===== config.mk =====
export PLATFORM = sky130hd
export DESIGN_NAME = biquad_sequencer
export DESIGN_NICKNAME = d
export VERILOG_FILES = /design/src/rtl/biquad_sequencer.sv
export SDC_FILE = /design/constraint.sdc
export NUM_CORES = 2
export LEC_CHECK = 0
export ABC_AREA = 0
export CORE_MARGIN = 10
export CORE_UTILIZATION = 45
export CTS_BUF_LIST = sky130_fd_sc_hd__clkbuf_4
export CTS_CLUSTER_SIZE = 30
export DETAILED_ROUTE_END_ITERATION = 10
export PLACE_DENSITY_LB_ADDON = 0.05
export SYNTH_ARGS = -nofsm -noshare
export SYNTH_HDL_FRONTEND = slang
export SYNTH_SLANG_ARGS = --single-unit

===== constraint.sdc =====
create_clock -name clk -period 9.5 [get_ports clk]
set_clock_uncertainty 0.15 [all_clocks]
set_input_delay 1.9 -clock clk [delete_from_list [all_inputs] [get_ports clk]]
set_output_delay 1.9 -clock clk [all_outputs]
set_load 0.02 [all_outputs]

===== src/rtl/biquad_sequencer.sv =====
// rtl/biquad_sequencer.sv - time-multiplexed direct-form-I biquad over CHANNELS on one shared MAC
// Optional feature macro: BIQUAD_SAT_EN (saturating output plus sticky clip port).
module biquad_sequencer #(
    parameter int CHANNELS = 2,
    parameter int DW       = 16,
    parameter int CW       = 32,
    parameter int ACCW     = 64
) (
    input  logic                   clk,
    input  logic                   reset,
    input  logic                   in_valid,
    output logic                   in_ready,
    input  logic [CHANNELS*DW-1:0] in_frame,
    output logic                   out_valid,
    input  logic                   out_ready,
    output logic [CHANNELS*DW-1:0] out_frame,
    input  logic                   coef_wr,
    input  logic [2:0]             coef_sel,
    input  logic [CW-1:0]          coef_data,
    input  logic                   coef_commit
`ifdef BIQUAD_SAT_EN
    ,
    output logic                   clip
`endif
);
    localparam int CHW = (CHANNELS > 1) ? $clog2(CHANNELS) : 1;
    localparam int PW  = CW + DW;
    localparam logic [CHW-1:0] CH_LAST = CHW'(CHANNELS - 1);
    localparam logic [CW-1:0] COEF_ONE = CW'(64'd1 << 30);
    localparam logic [4:0][CW-1:0] BANK_RESET = {{(4*CW){1'b0}}, COEF_ONE};

    typedef enum logic [1:0] {S_IDLE, S_MAC, S_WRITE, S_OUT} state_t;
    state_t state_q, state_d;

    logic [CHW-1:0]              ch_q, ch_d;
    logic [2:0]                  tap_q, tap_d;
    logic [ACCW-1:0]             acc_q, acc_d;
    logic [CHANNELS-1:0][DW-1:0] frame_q, frame_d, out_q, out_d;
    logic [CHANNELS-1:0][DW-1:0] x1_q, x1_d, x2_q, x2_d, y1_q, y1_d, y2_q, y2_d;
    logic [4:0][CW-1:0]          shadow_q, shadow_d, active_q, active_d;
    logic                        pending_q, pending_d;
    logic                        accept, bank_load;
    logic signed [CW-1:0]        mac_coef;
    logic signed [DW-1:0]        mac_samp;
    logic signed [PW-1:0]        mac_prod;
    logic [DW-1:0]               y_new;
`ifdef BIQUAD_SAT_EN
    logic                        clip_q, clip_d;
    logic                        y_ovf;
`endif

    always_ff @(posedge clk) begin
        if (reset) state_q <= S_IDLE;
        else       state_q <= state_d;
    end

    always_comb begin
        state_d = state_q;
        case (state_q)
            S_IDLE:  if (in_valid) state_d = S_MAC;
            S_MAC:   if (tap_q == 3'd4) state_d = S_WRITE;
            S_WRITE: state_d = (ch_q == CH_LAST) ? S_OUT : S_MAC;
            S_OUT:   if (out_ready) state_d = S_IDLE;
            default: state_d = S_IDLE;
        endcase
    end

    always_comb begin
        in_ready  = (state_q == S_IDLE) && !reset;
        out_valid = (state_q == S_OUT);
    end

    assign out_frame = out_q;
    assign accept    = in_valid && in_ready;
    // The active bank only moves while idle, so a frame in flight never sees a mixed set.
    assign bank_load = (state_q == S_IDLE) && pending_q;

    always_comb begin
        case (tap_q)
            3'd0:    begin mac_coef = active_q[0]; mac_samp = frame_q[ch_q]; end
            3'd1:    begin mac_coef = active_q[1]; mac_samp = x1_q[ch_q];    end
            3'd2:    begin mac_coef = active_q[2]; mac_samp = x2_q[ch_q];    end
            3'd3:    begin mac_coef = active_q[3]; mac_samp = y1_q[ch_q];    end
            default: begin mac_coef = active_q[4]; mac_samp = y2_q[ch_q];    end
        endcase
        mac_prod = mac_coef * mac_samp;

`ifdef BIQUAD_SAT_EN
        y_ovf = acc_q[ACCW-1:30+DW-1] != {(ACCW-30-DW+1){acc_q[ACCW-1]}};
        if (y_ovf) y_new = acc_q[ACCW-1] ? {1'b1, {(DW-1){1'b0}}} : {1'b0, {(DW-1){1'b1}}};
        else       y_new = acc_q[30 +: DW];
        clip_d = clip_q || ((state_q == S_WRITE) && y_ovf);
`else
        y_new = acc_q[30 +: DW];
`endif

        ch_d      = ch_q;
        tap_d     = tap_q;
        acc_d     = acc_q;
        frame_d   = frame_q;
        out_d     = out_q;
        x1_d      = x1_q;
        x2_d      = x2_q;
        y1_d      = y1_q;
        y2_d      = y2_q;
        shadow_d  = shadow_q;
        active_d  = active_q;
        pending_d = (bank_load ? 1'b0 : pending_q) | coef_commit;

        if (coef_wr && (coef_sel < 3'd5)) shadow_d[coef_sel] = coef_data;
        if (bank_load) active_d = shadow_q;

        case (state_q)
            S_IDLE: begin
                if (accept) begin
                    frame_d = in_frame;
                    ch_d    = '0;
                    tap_d   = '0;
                end
            end
            S_MAC: begin
                acc_d = ((tap_q == 3'd0) ? '0 : acc_q) + {{(ACCW-PW){mac_prod[PW-1]}}, mac_prod};
                tap_d = tap_q + 3'd1;
            end
            S_WRITE: begin
                out_d[ch_q] = y_new;
                x2_d[ch_q]  = x1_q[ch_q];
                x1_d[ch_q]  = frame_q[ch_q];
                y2_d[ch_q]  = y1_q[ch_q];
                y1_d[ch_q]  = y_new;
                if (ch_q != CH_LAST) begin
                    ch_d  = ch_q + 1'b1;
                    tap_d = '0;
                end
            end
            default: ;
        endcase
    end

    always_ff @(posedge clk) begin
        if (reset) begin
            ch_q      <= '0;
            tap_q     <= '0;
            acc_q     <= '0;
            frame_q   <= '0;
            out_q     <= '0;
            x1_q      <= '0;
            x2_q      <= '0;
            y1_q      <= '0;
            y2_q      <= '0;
            shadow_q  <= BANK_RESET;
            active_q  <= BANK_RESET;
            pending_q <= 1'b0;
        end else begin
            ch_q      <= ch_d;
            tap_q     <= tap_d;
            acc_q     <= acc_d;
            frame_q   <= frame_d;
            out_q     <= out_d;
            x1_q      <= x1_d;
            x2_q      <= x2_d;
            y1_q      <= y1_d;
            y2_q      <= y2_d;
            shadow_q  <= shadow_d;
            active_q  <= active_d;
            pending_q <= pending_d;
        end
    end

`ifdef BIQUAD_SAT_EN
    always_ff @(posedge clk) begin
        if (reset) clip_q <= 1'b0;
        else       clip_q <= clip_d;
    end

    assign clip = clip_q;
`endif

endmodule


# After elaboration in Yosys (flattened, before gate mapping)
# Index checks and enable logic that the tools add are counted.
[totals] in_bits=73 regBits=583 output_inout_bits=34 elab_cells=99
[classes] addsub=3 order_cmp=5 bitwise_logic=1 multipliers=1 n_mux=35 n_eq_ne=12 n_reduce_logical=15
[op_table] cell="$mux 16" count=11
[op_table] cell="$bwmux 160" count=1
[op_table] cell="$bwmux 32" count=5
[op_table] cell="$pmux 32 s4" count=1
[op_table] cell="$demux 32 s3" count=1
[op_table] cell="$add 64x64->64" count=1
[op_table] cell="$mux 64" count=1
[op_table] cell="$pmux 16 s4" count=1
[op_table] cell="$mul 32x16->48" count=1
[op_table] cell="$mux 32" count=1
[op_table] cell="$demux 16 s1" count=1
[op_table] cell="$pmux 3 s3" count=1
[op_table] cell="$mux 2" count=4
[op_table] cell="$ne 2x2->1 const B" count=4
[op_table] cell="$pmux 2 s4" count=1
[op_table] cell="$eq 3x2->1 const B" count=2
[op_table] cell="$logic_and 1x1->1" count=6
[op_table] cell="$mux 3" count=2
[op_table] cell="$reduce_and 3->1" count=2
[op_table] cell="$eq 2x2->1 const B" count=2
[op_table] cell="$lt 3x4->1 const B" count=1
[op_table] cell="$reduce_and 2->1" count=2
[op_table] cell="$add 3x1->3 const B" count=1
[op_table] cell="$eq 3x1->1 const B" count=1
[op_table] cell="other kinds (16)" count=18

# Depth between registers and ports, before layout
[depth] word_depth=5 mapped_depth=47 depth_no_buf=42

# Least setup slack after synthesis
# OpenSTA, ideal clock, no wires.
[synth_timing] kind="reg2reg" from="register tap_q[0]" to="register acc_q[45]" setup_ns=0.074 period_less_slack_ns=10.142 path_stages_with_launch=44 t_arrival_ns=9.918 n_path_buf=5 required_ns=9.276 slack_ns=-0.642 cell_sequence="dfxtp_1 -> ha_1 -> ha_1 -> clkbuf_1 -> clkbuf_1 -> clkbuf_1 -> clkbuf_1 -> a22oi_1 -> a31oi_1 -> nand2_1 -> fa_1 -> inv_1 -> fa_1 -> inv_1 -> fa_1 -> inv_1 -> fa_1 -> fa_1 -> [... 8 more ...] -> a2111oi_0 -> a21oi_1 -> o211ai_1 -> a31oi_1 -> a41oi_1 -> xnor2_1 -> ha_1 -> clkbuf_1 -> a21o_1 -> a21oi_1 -> nor2_1 -> nor2_1 -> o21ai_0 -> a221oi_1 -> a31oi_1 -> or3_1 -> a21o_1 -> a31oi_1"
[synth_between] elab_chain_cells=4 elab_cells_between_ends=9 cone_classes="add/sub: 1; mul: 1; eq/ne: 3; mux: 3; reduce/logical: 1"
[synth_lines] element="from (decl)" line="36" text="logic [2:0] tap_q, tap_d;"
[synth_lines] element="from (signal assigned)" line="156" text="tap_q <= tap_d;"
[synth_lines] element="$eq 3x2->1, or another cell as far along" line="79" text="case (tap_q)"
[synth_lines] element="$pmux 32 s4 / $pmux 16 s4 (equally long branches)" line="79"
[synth_lines] element="$mul 32x16->48" line="86" text="mac_prod = mac_coef * mac_samp;"
[synth_lines] element="$add 64x64->64 (*)" line="122" text="acc_d = ((tap_q == 3'd0) ? '0 : acc_q) + {{(ACCW-PW){mac_prod[PW-1]}}, mac_prod};"
[synth_lines] element="to (signal assigned)" line="144" text="acc_q <= '0;"
[synth_lines] element="to (signal assigned)" line="157" text="acc_q <= acc_d;"
[synth_lines] element="to (decl)" line="37" text="logic [ACCW-1:0] acc_q, acc_d;"
# Every way passes the cells marked *; elsewhere a longest branch is shown, timed or not.
# A chain may end at the register's enable or synchronous reset.

# Final worst setup path
[layout_timing] from="register tap_q[1]" to="register acc_q[44]"
# Same word-level chain as after synthesis.

==> tab_implementation.tex <==
\begin{tabular}{lr}
\hline
Metric & Value \\
\hline
\multicolumn{2}{l}{\textbf{Layout}} \\
\quad Net count, final & between 6000 and 7000 \\
\quad Number of cells in the finished layout apart from fillers & around 7000 \\
\quad Cell area after layout & $\sim$0.05 sq mm \\
\quad Synth-to-Final Area Change & 26.21\% \\
\quad Fraction of layout instances using a drive strength above 1 & 20.88\% \\
\multicolumn{2}{l}{\textbf{Clock network}} \\
\quad Inserted Clock Buffers & $\sim$150 \\
\quad Later-pin clock latency in the skew report & between 0.9 and 1 ns \\
\quad Maximum clock insertion buffer count & 3 \\
\quad TritonCTS clock tree & yes \\
\quad Clock sink count & $\sim$530 \\
\quad Clock root buffer & clkbuf\_4 \\
\quad Post-CTS clock slew at the launch and capture registers of the worst setup and hold paths & $\sim$0.060 ns \\
\quad Level count of the clock H-tree & 4 \\
\multicolumn{2}{l}{\textbf{Timing}} \\
\quad Final hold slack & approximately 0.19 ns \\
\quad Final setup margin & -0.1723 ns \\
\quad Final count of pins violating max slew & 0 \\
\quad FMAX & approximately 100 MHz \\
\quad Final critical-path share of the clock period & 101.8\% \\
\quad Transition time at the pin with the least slew margin & around 1.2 ns \\
\quad Total setup violations reported at the end of the flow & 7 \\
\quad Minimum period implied by the final worst setup slack & just under 10 ns \\
\quad Normalized max-slew margin & 20.82\% \\
\quad Number of hold violations in the final report & 0 \\
\quad Unrepaired setup endpoints after global routing & yes \\
\multicolumn{2}{l}{\textbf{Worst setup path}} \\
\quad Stage delay of the slowest cell on the critical path & about 0.56 ns \\
\quad Capture instance of the worst register-to-register path & acc\_q[44]\$\_SDFFE\_PP0P\_ \\
\quad Worst R2R Path Depth & 44 \\
\quad Worst Path Max Fanout & 7 \\
\quad Critical Path RT & 10.30 ns \\
\quad Critical Path Slowest Stage Cell & fa\_1 \\
\quad Category of the critical setup timing path & flip-flop to flip-flop \\
\quad Endpoint class of the critical path & flip-flop \\
\quad Register-to-register path setup slack & -0.17 ns \\
\quad Launching element type of the critical path & flip-flop \\
\quad Startpoint of the lowest-slack register-to-register path & tap\_q[1]\$\_SDFFE\_PP0P\_ \\
\quad Arrival time at the worst endpoint & roughly 10 ns \\
\quad Most common cell type on the critical path & fa\_1 \\
\multicolumn{2}{l}{\textbf{Run}} \\
\quad Count of max-cap constraint violations & 0 \\
\multicolumn{2}{l}{\textbf{Placement}} \\
\quad Buffers on Ports & approximately 110 \\
\quad Placer Congestion & 0.9338 \\
\quad Total placed cells including tap cells & between 6000 and 7000 \\
\quad Area post-placement & approximately 0.047 sq mm \\
\quad Final HPWL from detailed placement & 100.9 mm \\
\quad Worst Setup Slack post-DPL & -0.6868 ns \\
\multicolumn{2}{l}{\textbf{Drt}} \\
\quad Length of the first detailed-routing pass in iterations & 6 \\
\quad Detailed-route wire length & around 140 mm \\
\quad Total via count after detailed routing & 36730 \\
\quad Total DRC errors in the routed layout & 0 \\
\quad Number of antenna-violating nets in the routed design & 0 \\
\quad Post-detailed-route wirelength per cell & around 19 um \\
\quad Initial detailed-routing violation count & between 2000 and 3000 \\
\quad Via density per instance & about 5.3 \\
\multicolumn{2}{l}{\textbf{Pwr}} \\
\quad Max VDD drop & between 100 and 150 uV \\
\quad Leak Pwr & 21.55 nW \\
\quad Power per unit of standard cell area & between 150 and 200 mW/mm\^{}2 \\
\quad Tot Pwr & 0.01007 W \\
\multicolumn{2}{l}{\textbf{Logic synthesis}} \\
\quad Sequential element share of the synthesized area & 26.40\% \\
\quad Seq cells post-synth & roughly 530 \\
\quad Netlist area before placement & slightly above 0.04 sq mm \\
\quad Synthesized area per cell & roughly 8 sq um \\
\quad Yosys cell types & 72 \\
\quad Share of synthesized cell area in full adder, half adder and majority cells & 28.41\% \\
\quad Synthesized-area fraction occupied by ao, oa, aoi and oai cells & between 10\% and 20\% \\
\quad Count of synthesis-stage warnings from yosys & 0 \\
\quad Number of synthesized flops with an enable pin & 0 \\
\quad Area share of the largest cell type after synthesis & 26.40\% \\
\quad Net Count, Synth & between 5000 and 6000 \\
\quad Post-synthesis cell count & about 5000 \\
\quad Main combinational cell family by area after synthesis & adder cells \\
\quad Main synth FF type & dfxtp\_1 \\
\quad Area contributors post-synth & dfxtp\_1 26\%, fa\_1 23\%, nand2\_1 13\% \\
\quad Area share of xor/xnor cells in the synthesized design & under 10\% \\
\quad Top cell type by total area after synthesis & dfxtp\_1 \\
\quad Proportion of synthesized flip-flops having asynchronous set or reset & 0\% \\
\quad Simple logic cell fraction of the synthesized area & a little under a fifth \\
\quad Multiplexer fraction of the synthesized cell area & approximately 1.5\% \\
\multicolumn{2}{l}{\textbf{Worst hold path}} \\
\quad Hold Path Cell Cnt & 2 \\
\quad Hold WC Path Type & flip-flop to flip-flop \\
\quad Start point of the worst hold path & shadow\_q[90]\$\_SDFFE\_PP0P\_ \\
\quad Hold-critical path endpoint & active\_q[90]\$\_SDFFE\_PP0P\_ \\
\multicolumn{2}{l}{\textbf{Run status}} \\
\quad Run status & complete, but fails checks \\
\quad Failing checks & negative setup slack \\
\multicolumn{2}{l}{\textbf{GRT}} \\
\quad Total gr overflow & 0 \\
\quad Total track usage & between 20\% and 30\% \\
\quad First-pass GRT wire length & approximately 210 mm \\
\quad Number of global-route vias before repair & 36050 \\
\quad Antenna violations before repair & 4 \\
\quad Maximum number of pins on one net before global-route repair & about 210 \\
\multicolumn{2}{l}{\textbf{Die}} \\
\quad Standard-cell rows & 109 \\
\quad Effective utilization at floorplan & roughly 46\% \\
\quad Die Ht & between 300 and 400 um \\
\quad I/O pins & about 110 \\
\quad Die Span X & 319.7 um \\
\quad Die Footprint & 0.1022 sq mm \\
\quad Core area & between 0.08 and 0.09 sq mm \\
\hline
\end{tabular}
synth_stat cells, types with 29 or more instances:
cell type     n
nand2_1    1349
xnor2_1      64
ha_1        161
mux2i_1      39
nor2b_1      29
a31oi_1      42
a21o_1       59
and2_1       61
o21ai_0      89
fa_1        473
a22oi_1      71
nor2_1      345
nand3_1      30
inv_1       556
a21oi_1     570
dfxtp_1     533
a31o_2       34
clkbuf_1    257
through the flow:
step / utilization (%) / setup TNS, ns
floorplan: - / -0.001881
global placement: 53.08 / -4.293
detailed placement: 53.08 / -5.087
CTS: 56.14 / -0.4599
global route: 57.45 / -6.931
finish: 57.45 / -0.6668
cells in the final DEF (no fill, tap or decap), types with 56 or more instances in the layout:
| cell | n |
|---|---|
| buf_4 | 598 |
| inv_1 | 544 |
| nor2_1 | 298 |
| a22oi_1 | 69 |
| clkdlybuf4s50_1 | 105 |
| fa_1 | 456 |
| ha_1 | 145 |
| o21ai_0 | 70 |
| dfxtp_1 | 530 |
| xnor2_1 | 56 |
| nand2_1 | 1332 |
| a21oi_1 | 548 |
| a21o_1 | 59 |
| clkbuf_4 | 213 |
| and2_1 | 57 |
sequential cells by signal, summed over array words and instances, names as in the netlist:
name,cells
acc_q,46
active_q,160
ch_q,1
frame_q,32
out_frame,32
pending_q,1
shadow_q,160
state_q,2
tap_q,3
x1_q,32
x2_q,32
y2_q,32
worst max-delay path by stage:
| stage | startpoint | to | slack [ns] | cells after the start |
|---|---|---|---|---|
| 6_report | tap_q[1]$_SDFFE_PP0P_ | acc_q[44]$_SDFFE_PP0P_ | -0.17 | 44 |
| 5_1_grt | tap_q[0]$_SDFFE_PP0P_ | acc_q[45]$_SDFFE_PP0P_ | -0.67 | 46 |
| 4_1_cts | tap_q[0]$_SDFFE_PP0P_ | acc_q[45]$_SDFFE_PP0P_ | -0.26 | 43 |
| 3_5_place_dp | tap_q[0]$_SDFFE_PP0P_ | acc_q[45]$_SDFFE_PP0P_ | -0.69 | 42 |
| 3_3_place_gp | ch_q$_SDFFE_PP0P_ | acc_q[45]$_SDFFE_PP0P_ | -0.57 | 40 |
| 2_1_floorplan | tap_q[0]$_SDFFE_PP0P_ | acc_q[45]$_SDFFE_PP0P_ | -0.002 | 40 |
power breakdown:
part / switching [W] / internal [W] / total (W)
clock network: 0.00100 / 0.00111 / 0.00211
logic: 0.00299 / 0.00257 / 0.00556
registers: 0.0000881 / 0.00232 / 0.00240
worst max-delay path: cells and delay by family, from the launching register on:
kind / cells / cell delay [ns]
xor gates and xnor gates: 1 / 0.15
DFF: 1 / 0.39
adders and majority gates: 9 / 3.53
buffers and inverters: 15 / 1.82
AOI/OAI and AO/OA: 10 / 1.84
and+or+nand+nor: 9 / 1.74
repair_timing:
item	CTS	global route
gates resized for setup	129	186
buffers inserted	35	39
cloned	2	1
pin swaps	63	97
hold buffers	0	0
endpoints found under the setup margin	17	24
routing by layer:
metal | up-vias | routed length, um | track usage, %
li1 | 17530 | - | -
met2 | 1089 | 62640 | 41.55
met4 | 0 | 3474 | 7.552
met1 | 17920 | 60210 | 35.91
met5 | - | 0 | 0
met3 | 188 | 8901 | 4.458
kinds of logic after synthesis:
kind of cell    after synthesis
simple gates               1912
mux                          57
compound gates              995
buf+inv                     851
fa+ha+maj                   634
flops                       533
xor+xnor                     92
final cells by class:
type	instances	area, sq um
tap	1165	1458
antenna	5	12.51
fill	8399	37770
clock inverter	31	239.0
multi-input combinational	3690	27980
clock buffer	213	1599
timing repair buffer	790	6940
inverter	557	2096
sequential	533	10680
Note: power is estimated with default switching activity, not from simulation.
